### src/rtl/t03_mem_arbiter.sv
// Round-robin arbiter granting NUM_CH requesters one memory transaction at a time.
// Each grant runs IDLE -> BUSY (strobe until ack or timeout) -> DONE (one-cycle pulse).
module t03_mem_arbiter #(
    parameter int NUM_CH  = 3,
    parameter int ADDR_W  = 32,
    parameter int DATA_W  = 32,
    parameter int TIMEOUT = 255
) (
    input  logic                     clk,
    input  logic                     rst,
    input  logic [NUM_CH-1:0]        req_i,
    input  logic [NUM_CH-1:0]        we_i,
    input  logic [NUM_CH*ADDR_W-1:0] addr_i,
    input  logic [NUM_CH*DATA_W-1:0] wdata_i,
    input  logic                     ack,
    input  logic [DATA_W-1:0]        dataOut,
    output logic                     read,
    output logic                     write,
    output logic [ADDR_W-1:0]        address,
    output logic [DATA_W-1:0]        data,
    output logic [NUM_CH-1:0]        done_o,
    output logic [DATA_W-1:0]        rdata_o,
    output logic [NUM_CH-1:0]        stall_o,
    output logic                     timeout_o,
    output logic                     busy
);

    localparam int IW = (NUM_CH > 1) ? $clog2(NUM_CH) : 1;
    localparam int CW = (TIMEOUT > 0) ? $clog2(TIMEOUT + 1) : 1;
    localparam logic [CW-1:0] TLAST = CW'(TIMEOUT - 1);
    localparam logic [IW-1:0] LAST_CH = IW'(NUM_CH - 1);

    typedef enum logic [1:0] {
        IDLE,
        BUSY,
        DONE
    } state_t;

    state_t        state;
    logic [IW-1:0] rr_ptr;
    logic [IW-1:0] winner;
    logic [IW-1:0] pick;
    logic          found;
    logic [CW-1:0] cnt;
    logic          abort;
    logic          tmo_hit;

    // First requester found scanning upward from rr_ptr with wrap.
    always_comb begin
        found = 1'b0;
        pick  = rr_ptr;
        for (int k = 0; k < NUM_CH; k++) begin
            if (!found && req_i[(int'(rr_ptr) + k) % NUM_CH]) begin
                found = 1'b1;
                pick  = IW'((int'(rr_ptr) + k) % NUM_CH);
            end
        end
    end

    assign tmo_hit = (TIMEOUT > 0) && (cnt == TLAST);
    assign stall_o = req_i & ~done_o;

    always_ff @(posedge clk or negedge rst) begin
        if (!rst) begin
            state     <= IDLE;
            rr_ptr    <= '0;
            winner    <= '0;
            cnt       <= '0;
            abort     <= 1'b0;
            read      <= 1'b0;
            write     <= 1'b0;
            address   <= '0;
            data      <= '0;
            done_o    <= '0;
            rdata_o   <= '0;
            timeout_o <= 1'b0;
            busy      <= 1'b0;
        end else begin
            unique case (state)
                IDLE: begin
                    done_o    <= '0;
                    timeout_o <= 1'b0;
                    if (found) begin
                        state   <= BUSY;
                        busy    <= 1'b1;
                        winner  <= pick;
                        cnt     <= '0;
                        abort   <= 1'b0;
                        read    <= ~we_i[pick];
                        write   <= we_i[pick];
                        address <= addr_i[pick*ADDR_W +: ADDR_W];
                        data    <= wdata_i[pick*DATA_W +: DATA_W];
                    end
                end
                BUSY: begin
                    if (ack) begin
                        rdata_o   <= write ? '0 : dataOut;
                        abort     <= 1'b0;
                        timeout_o <= 1'b0;
                    end else if (tmo_hit) begin
                        rdata_o   <= '0;
                        abort     <= 1'b1;
                        timeout_o <= 1'b1;
                    end else if (TIMEOUT > 0) begin
                        cnt <= cnt + 1'b1;
                    end
                    if (ack || tmo_hit) begin
                        state  <= DONE;
                        busy   <= 1'b0;
                        read   <= 1'b0;
                        write  <= 1'b0;
                        done_o <= NUM_CH'(1) << winner;
                    end
                end
                DONE: begin
                    state     <= IDLE;
                    done_o    <= '0;
                    timeout_o <= 1'b0;
                    abort     <= 1'b0;
                    rr_ptr    <= (winner == LAST_CH) ? '0 : winner + 1'b1;
                end
                default: begin
                    state <= IDLE;
                    busy  <= 1'b0;
                    read  <= 1'b0;
                    write <= 1'b0;
                end
            endcase
        end
    end

endmodule

### config.mk
export PLATFORM = sky130hd
export DESIGN_NAME = t03_mem_arbiter
export DESIGN_NICKNAME = d
export VERILOG_FILES = /design/src/rtl/t03_mem_arbiter.sv
export SDC_FILE = /design/constraint.sdc
export NUM_CORES = 1
export LEC_CHECK = 0
export CORE_MARGIN = 4
export CORE_UTILIZATION = 30
export CTS_BUF_LIST = sky130_fd_sc_hd__clkbuf_4 sky130_fd_sc_hd__clkbuf_8
export CTS_CLUSTER_DIAMETER = 120
export DETAILED_ROUTE_END_ITERATION = 6
export MAX_ROUTING_LAYER = met4
export PLACE_DENSITY_LB_ADDON = 0.08
export SYNTH_ARGS = -nofsm -noshare
export SYNTH_HDL_FRONTEND = slang
export SYNTH_SLANG_ARGS = --single-unit
### constraint.sdc
create_clock -name clk -period 3.4 [get_ports clk]
set_clock_uncertainty 0.1 [all_clocks]
set_input_delay 0.51 -clock clk [delete_from_list [all_inputs] [get_ports clk]]
set_output_delay 0.51 -clock clk [all_outputs]
set_load 0.02 [all_outputs]
# == Word level (Yosys, flattened, before mapping) ==
# Cells that the tools add are included.
# W data, S select, Z words.
# word_totals
regBits,117
inputBits,233
out_inout_bits,106
wordCells,96
# op_classes
addsub,4
div,3
n_lt_le_gt_ge,4
n_eq_ne,9
shift,3
muxes,40
bitwise,4
n_reduce_logical,17
# ops
cell,n
$shiftx A96 B8 Y32,2
$lt A32 B4 Y1 const B,3
$mux W32,3
$mod A32 B3 Y32 const B,2
$mod A3 B3 Y32 const B,1
$mux W8,3
$mux W1,16
$pmux W8 S2,1
$mux W2,6
$reduce_and A2 Y1,5
$pmux W1 S3,3
$add A8 B1 Y8 const B,1
$bmux W1 S2,4
$eq A8 B8 Y1 const B,1
$ne A2 B2 Y1 const B,4
$pmux W3 S2,1
$reduce_bool A2 Y1,3
$eq A2 B2 Y1 const B,2
$pmux W2 S2,1
$reduce_and A4 Y1,1
$add A2 B1 Y3 const B,1
$add A2 B2 Y3 const B,1
$and A3 B3 Y3,1
$lt A2 B3 Y1 const B,1
14 further kinds,17

# == Logic depth before layout (Yosys ltp) ==
# Gate-level depths: netlist of run 1.
# logic_depth
ltp_word,16
ltp_mapped,11
depth_no_buf,8

# == Worst setup path before layout of run 1 ==
# Ideal clock, no wire load.
# synth_timing
path_type,register to register
startpoint,register rr_ptr[0]
endpoint,register address[0]
setup_ns,0.127
arrival_ns,2.227
required_time_ns,3.173
setup_slack_ns,0.946
stages_incl_launch_ff,12
n_path_buf,4
synth_period_minus_slack_ns,2.454
cell_sequence,dfrtp_1 > inv_1 > ha_1 > buf_4 > and3b_1 > o21bai_4 > o41a_1 > buf_4 > nand3_2 > buf_6 > buf_4 > o21ai_1
# synth_via
elab_chain_len,12
word_cells_on_any_way,26
classes_between,add/sub: 2; div: 3; shift: 1; mux: 15; reduce/logical: 5
# synth_lines
element,line,text
from (decl),40,logic [IW-1:0] rr_ptr;
from (signal assigned),120,rr_ptr <= (winner == LAST_CH) ? '0 : winner + 1'b1;
"parallel branches: the longest is 12 deep, another holds $mod A32 B3 Y32",n/a,
to (signal assigned),91,address <= addr_i[pick*ADDR_W +: ADDR_W];
to (decl),19,"output logic [ADDR_W-1:0] address,"
# Several ways; the timed one is not identified. The select of a mux whose other input is x is not followed.
# A chain may end at the register's enable or synchronous reset.

# == Worst setup path in the final report of run 1 ==
# layout_timing
startpoint,register rr_ptr[0]
endpoint,register read
# layout_via
elab_chain_len,16
word_cells_on_any_way,31
classes_between,add/sub: 2; div: 3; eq/ne: 1; mux: 19; bitwise: 1; reduce/logical: 5
# layout_lines
element,line,text
"parallel branches: the longest is 16 deep, another holds $mod A32 B3 Y32",n/a,
to (signal assigned),89,read <= ~we_i[pick];
to (decl),17,"output logic read,"
# Several ways; the timed one is not identified. The select of a mux whose other input is x is not followed.

==> reports/results.ini, run 1 <==
[grt]
grt-ovfl-total = 0
grt_pass1_wl_mm = 32.6
grt_pass1_vias = 5774
grt_usage_pct = 20.0
antenna_found_initial = 0
grt_max_degree = 53

[synthesis]
synthesis.area_um2 = 5740
synthDistinctLibCells = 51
synth_top_area_share_pct = 51.0
syn-instance-count = 486
yosys-top-cells-count = dfrtp_1, mux2i_1, a22oi_1
synth.yosys.seq_area_share_pct = 51.0
ys_seq_elements = 117
synth_fp_nets = 725
synth_edf_count = 0
avgSynthCellArea_um2 = 11.8
ys.flop_type = dfrtp_1
synth_largest_area_cell = dfrtp_1
synth_area_leaders = dfrtp_1, mux2i_1, a22oi_1, a22o_1, o21ai_1
synth_warnings = 0
async_reset_ff_share_pct = 100
yosysMostFrequentCell = dfrtp_1

[finish]
drive_gt1_share_pct = 8.53
fillers = 1676
area_delta_synth_final_pct = 69.6
layout.nets = 1058
seq_area_um2 = 2930
antenna_cells = 0
fin_util_pct = 51.9
multi_input_area_um2 = 2560
stdcell_count = 1066

[place]
dp.cells = 1034
place_congestion = 0.844
dpl.hpwl_mm = 16.2
place_ws_ns = 0.424
port_buffers = 338

[setup_path]
criticalPathCategory = register to register
cp-start-kind = register
crit_path_start = rr_ptr[0]
cp-endpoint = read
r2r_slack_ns = 0.50
ff2ff_path_depth = 9
critical_path.slowest_cell = a2111oi_4
r2r_start = rr_ptr[0]
cp.required_ns = 3.62
worst_setup_path_end_kind = register
cp_max_fo = 22
worstPathCellList = inv_1 > ha_1 > nor2b_1 > o21ai_0 > a32oi_1 > a2111oi_4 > buf_4 > nand2_1 > o211a_1
rr_endpoint = read
cp_slowest_stage_delay_ns = 0.47
worstPathArrival_ns = 3.12

[timing]
relSlewSlack_pct = 54.4
tightest_slew_ns = 0.684
final_hold_viol_count = 0
rsz0062_at_grt = false
holdWs_ns = 0.0145
final.min_clock_period_ns = 2.90
slew_viol_final = 0
fin_setup_tns_ns = 0
worst_slack_ns = 0.504
period_share_pct = 85.2
fmax_ghz = 0.345
setup_violations = 0

[floorplan]
dieArea_um2 = 21400
core_um2 = 18800
die_h_um = 146
initial_core_util_pct = 30.6
die_w_um = 146
ios = 339
std_cell_rows = 50

[detailed_routing]
drt_iter0_drc = 172
wire_per_inst_um = 19.6
ant_nets = 0
routed_wl_mm = 20.9
viasPerCell = 5.01
drcViolationCount = 0
detail_route.first_pass.iterations = 6
vias = 5345

[cts]
clk_pin_slew_ns = 0.07
postCtsSetupBuffers = 0
root_buffer = clkbuf_8
htreeDepth = 4
cts_tree = yes
cts_hold_buf = 0
cts.sinks = 117
clock_path_buffers = 2
numCtsBuffers = 17
worstSkewPairLatency_ns = 0.43
cts_resized = 0

[power_and_ir_drop]
vdd_drop_max_uv = 408
p_per_area_nw_per_um2 = 934
p_leak_nw = 3.92

[worst_hold_path]
hold_class = input port to asynchronous set/reset pin

[job]
drv_cap = 0

[outcome]
status = completed

-- registers in the layout, summed over array words and instances (netlist names) --
| register | count |
|---|---|
| timeout_o | 1 |
| read | 1 |
| winner | 2 |
| rdata_o | 32 |
| cnt | 8 |
| rr_ptr | 2 |
| busy | 1 |
| data | 32 |
| done_o | 3 |
| write | 1 |
| state | 2 |
| address | 32 |
-- routing by layer --
metal / track usage, % / vias to the layer above / part of all wire, %
met5: - / - / 0
met4: 6.11 / 0 / 1.8
met3: 6.49 / 23 / 7.2
met2: 34.5 / 202 / 52
met1: 22.0 / 2608 / 39
li1: - / 2512 / -
-- critical path: cells and delay by family (launching register included) --
kind / cells / cell delay (ns)
fa+ha+maj: 1 / 0.44
simple gates: 2 / 0.32
flops: 1 / 0.43
compound gates: 4 / 1.06
buf+inv: 2 / 0.43
-- power by group --
group	internal, mW	leakage (nW)	switching (mW)	total (mW)
sequential	2.04	1.47	0.395	2.43
clock	0.654	0.181	0.585	1.24
combinational	2.58	2.26	2.84	5.42
-- placed cells by master, fill, tap and decap left out, types with 2 or more instances in the layout --
| cell | instances |
|---|---|
| a21o_1 | 3 |
| a21oi_1 | 2 |
| a22o_1 | 32 |
| a22oi_1 | 54 |
| a22oi_2 | 10 |
| and3_1 | 2 |
| buf_12 | 5 |
| buf_4 | 9 |
| clkbuf_4 | 2 |
| clkbuf_8 | 20 |
| clkdlybuf4s50_1 | 337 |
| clkinvlp_4 | 6 |
| dfrtp_1 | 117 |
| ha_1 | 6 |
| inv_1 | 6 |
| inv_6 | 2 |
| mux2_2 | 4 |
| mux2i_1 | 69 |
| nand2_1 | 8 |
| nand2b_1 | 3 |
| nand3_1 | 5 |
| nand3b_1 | 2 |
| nand4_1 | 4 |
| nor2_1 | 9 |
| nor2b_1 | 9 |
| o211ai_1 | 2 |
| o21a_1 | 2 |
| o21ai_0 | 20 |
| o21ai_1 | 52 |
| or2_2 | 2 |
| xor2_1 | 4 |
-- cell type report --
cell class              count  share of cell area [%]
flip-flops and latches    117                    30.1
well taps                 234                    3.01
clock buffers              22                    2.98
inverters                   6                   0.231
multi-input cells         326                    26.3
repair buffers            351                    36.4
clock inverters            10                    1.00
-- cell families after synthesis --
family,share of synthesized area (%)
DFF,51.0
muxes,13.1
AOI/OAI and AO/OA,24.0
buffers and inverters,4.77
xor gates and xnor gates,0.610
adders and majority gates,1.31
and+or+nand+nor,5.19
-- worst min path at each step --
stage           startpoint           to  slack [ns]  depth (start not counted)
6_report               rst     data[11]        0.01                          1
5_1_grt                rst      data[6]        0.06                          1
4_1_cts                rst     data[11]        0.01                          1
3_5_place_dp   rdata_o[10]  rdata_o[10]        0.39                          1
3_3_place_gp          busy         busy        0.37                          2
2_1_floorplan          rst   address[0]        0.11                          0
-- through the flow --
stage	total power [mW]	cell area, µm²
final	9.09	9730
after global routing	9.72	9730
after CTS	9.25	9730
after detailed placement	7.97	9350
after global placement	7.85	9350
after floorplan	5.75	5740
(Power assumes the default switching activity.)
==> run 2: changes to the inputs <==
--- a/config.mk
+++ b/config.mk
@@ -12,6 +12,7 @@
 export DETAILED_ROUTE_END_ITERATION = 6
 export MAX_ROUTING_LAYER = met4
 export PLACE_DENSITY_LB_ADDON = 0.08
+export SKIP_CTS_REPAIR_TIMING = 1
 export SYNTH_ARGS = -nofsm -noshare
 export SYNTH_HDL_FRONTEND = slang
 export SYNTH_SLANG_ARGS = --single-unit
==> results of run 2 <==
Same layout as run 1: the final DEF is identical, and so are final timing and power.
==> run 3: changes to the inputs <==
--- a/config.mk
+++ b/config.mk
@@ -5,6 +5,7 @@
 export SDC_FILE = /design/constraint.sdc
 export NUM_CORES = 1
 export LEC_CHECK = 0
+export CORE_ASPECT_RATIO = 2
 export CORE_MARGIN = 4
 export CORE_UTILIZATION = 30
 export CTS_BUF_LIST = sky130_fd_sc_hd__clkbuf_4 sky130_fd_sc_hd__clkbuf_8
==> run 3 against run 2 <==
Compared with the run above:
- sequential share of layout area shrank 0.27 points
- maximum frequency grew 0.81%
- count of clock-buffer cells in the layout shrank 1
- clock power grew 20%
- die area grew 0.62%
- combinational power is essentially flat
- global-route usage grew 0.91 points
- critical path type unchanged
==> reports/results.ini, run 3 (same netlist as run 1, synthesis figures left out) <==
[place]
port_buffers = 338
place_congestion = 0.812
dpl.hpwl_mm = 16.8

[finish]
seq_area_um2 = 2930
drive_gt1_share_pct = 7.97
top_regs = address: 32 flops, data: 32 flops, rdata_o: 32 flops
fillers = 1758
area_delta_synth_final_pct = 71.1
final_cell_mix = clkdlybuf4s50_1, dfrtp_1, mux2i_1, a22oi_1, o21ai_1
layout.nets = 1055
layout_commonest_cell = clkdlybuf4s50_1
multi_input_area_um2 = 2560

[floorplan]
core_um2 = 18800
die_h_um = 204
initial_core_util_pct = 30.5
die_w_um = 106
dieArea_um2 = 21500
ios = 339
std_cell_rows = 71

[detailed_routing]
drcViolationCount = 0
routed_wl_mm = 22.2
viasPerCell = 4.92
ant_nets = 0
detail_route.first_pass.iterations = 4
wire_per_inst_um = 20.5
vias = 5337
drt_iter0_drc = 167

[setup_path]
criticalPathCategory = register to register
cp-start-kind = register
worstPathArrival_ns = 3.12
cp_max_fo = 65
r2r_slack_ns = 0.53
ff2ff_path_depth = 9
rr_endpoint = address[25]
cp.required_ns = 3.65
worst_setup_path_end_kind = register
r2r_start = rr_ptr[0]

[worst_hold_path]
hold_class = register to register
min_to = busy
hold_depth = 2
hold_path_startpoint = busy

[cts]
worstSkewPairLatency_ns = 0.43
clk_pin_slew_ns = 0.07
cts.sinks = 117
cts_tree = yes
clock_path_buffers = 2
numCtsBuffers = 17
htreeDepth = 4
root_buffer = clkbuf_8

[timing]
rsz0062_at_grt = false
relSlewSlack_pct = 58.8
period_share_pct = 84.5
slew_viol_final = 0
final.min_clock_period_ns = 2.87
tightest_slew_ns = 0.618
holdWs_ns = 0.383
final_hold_viol_count = 0
fin_setup_tns_ns = 0
fmax_ghz = 0.348
setup_violations = 0

[power_and_ir_drop]
p_per_area_nw_per_um2 = 948
p_leak_nw = 3.96
vdd_drop_max_uv = 666

[grt]
grt-ovfl-total = 0
antenna_found_initial = 1
grt_max_degree = 87
grt_pass1_wl_mm = 33.9
grt_usage_pct = 20.9
grt_pass1_vias = 5798

[job]
drv_cap = 0

[outcome]
status = completed

run 3: metrics by stage:
stage                     setup slack [ns]  power (mW)  area [µm²]  util [%]  std cells
after CTS                            0.496        9.47        9810      52.1       1082
final                                0.527        9.31        9820      52.2       1084
after detailed placement             0.362        7.93        9360      49.7       1051
after global placement               0.447        7.83        9360      49.7       1051
after global routing                 0.317        9.90        9820      52.2       1084
after floorplan                      0.946        5.75        5740         -        486
run 3: how the worst max path moves through the flow:
stage	startpoint	endpoint	slack [ns]	cells after the start
2_1_floorplan	rr_ptr[0]	address[0]	0.95	11
3_3_place_gp	req_i[2]	cnt[1]	0.45	7
3_5_place_dp	req_i[1]	read	0.36	8
4_1_cts	rr_ptr[0]	read	0.50	9
5_1_grt	rr_ptr[0]	address[25]	0.32	9
6_report	rr_ptr[0]	address[25]	0.53	9
run 3: critical path: stages, from the launching register on:
cell       delay, ns
dfrtp_1         0.42
inv_1           0.09
ha_1            0.48
mux2i_1         0.25
o22a_1          0.18
nand4_1         0.20
a2111oi_4       0.41
buf_12          0.33
a22oi_1         0.14
o21ai_1         0.11
run 3: area by class of cell:
cell class / instances / share of cell area, %
Multi-Input combinational cell: 326 / 26.1
Clock buffer: 21 / 2.82
Timing Repair Buffer: 348 / 36.0
Inverter: 6 / 0.229
Antenna cell: 1 / 0.0255
Clock inverter: 10 / 1.81
Tap cell: 255 / 3.25
Sequential cell: 117 / 29.8
run 3: routing by layer:
layer	vias to the layer above	GRT usage (%)	routed length (µm)
met5	-	-	0
met4	0	7.46	518
met3	29	5.04	1480
met2	255	37.7	12000
met1	2545	22.0	8240
li1	2508	-	-
run 3: power breakdown:
| group | switching, mW | internal (mW) |
|---|---|---|
| registers | 0.381 | 2.04 |
| logic | 2.85 | 2.56 |
| clock network | 0.570 | 0.920 |
| total | 3.80 | 5.51 |
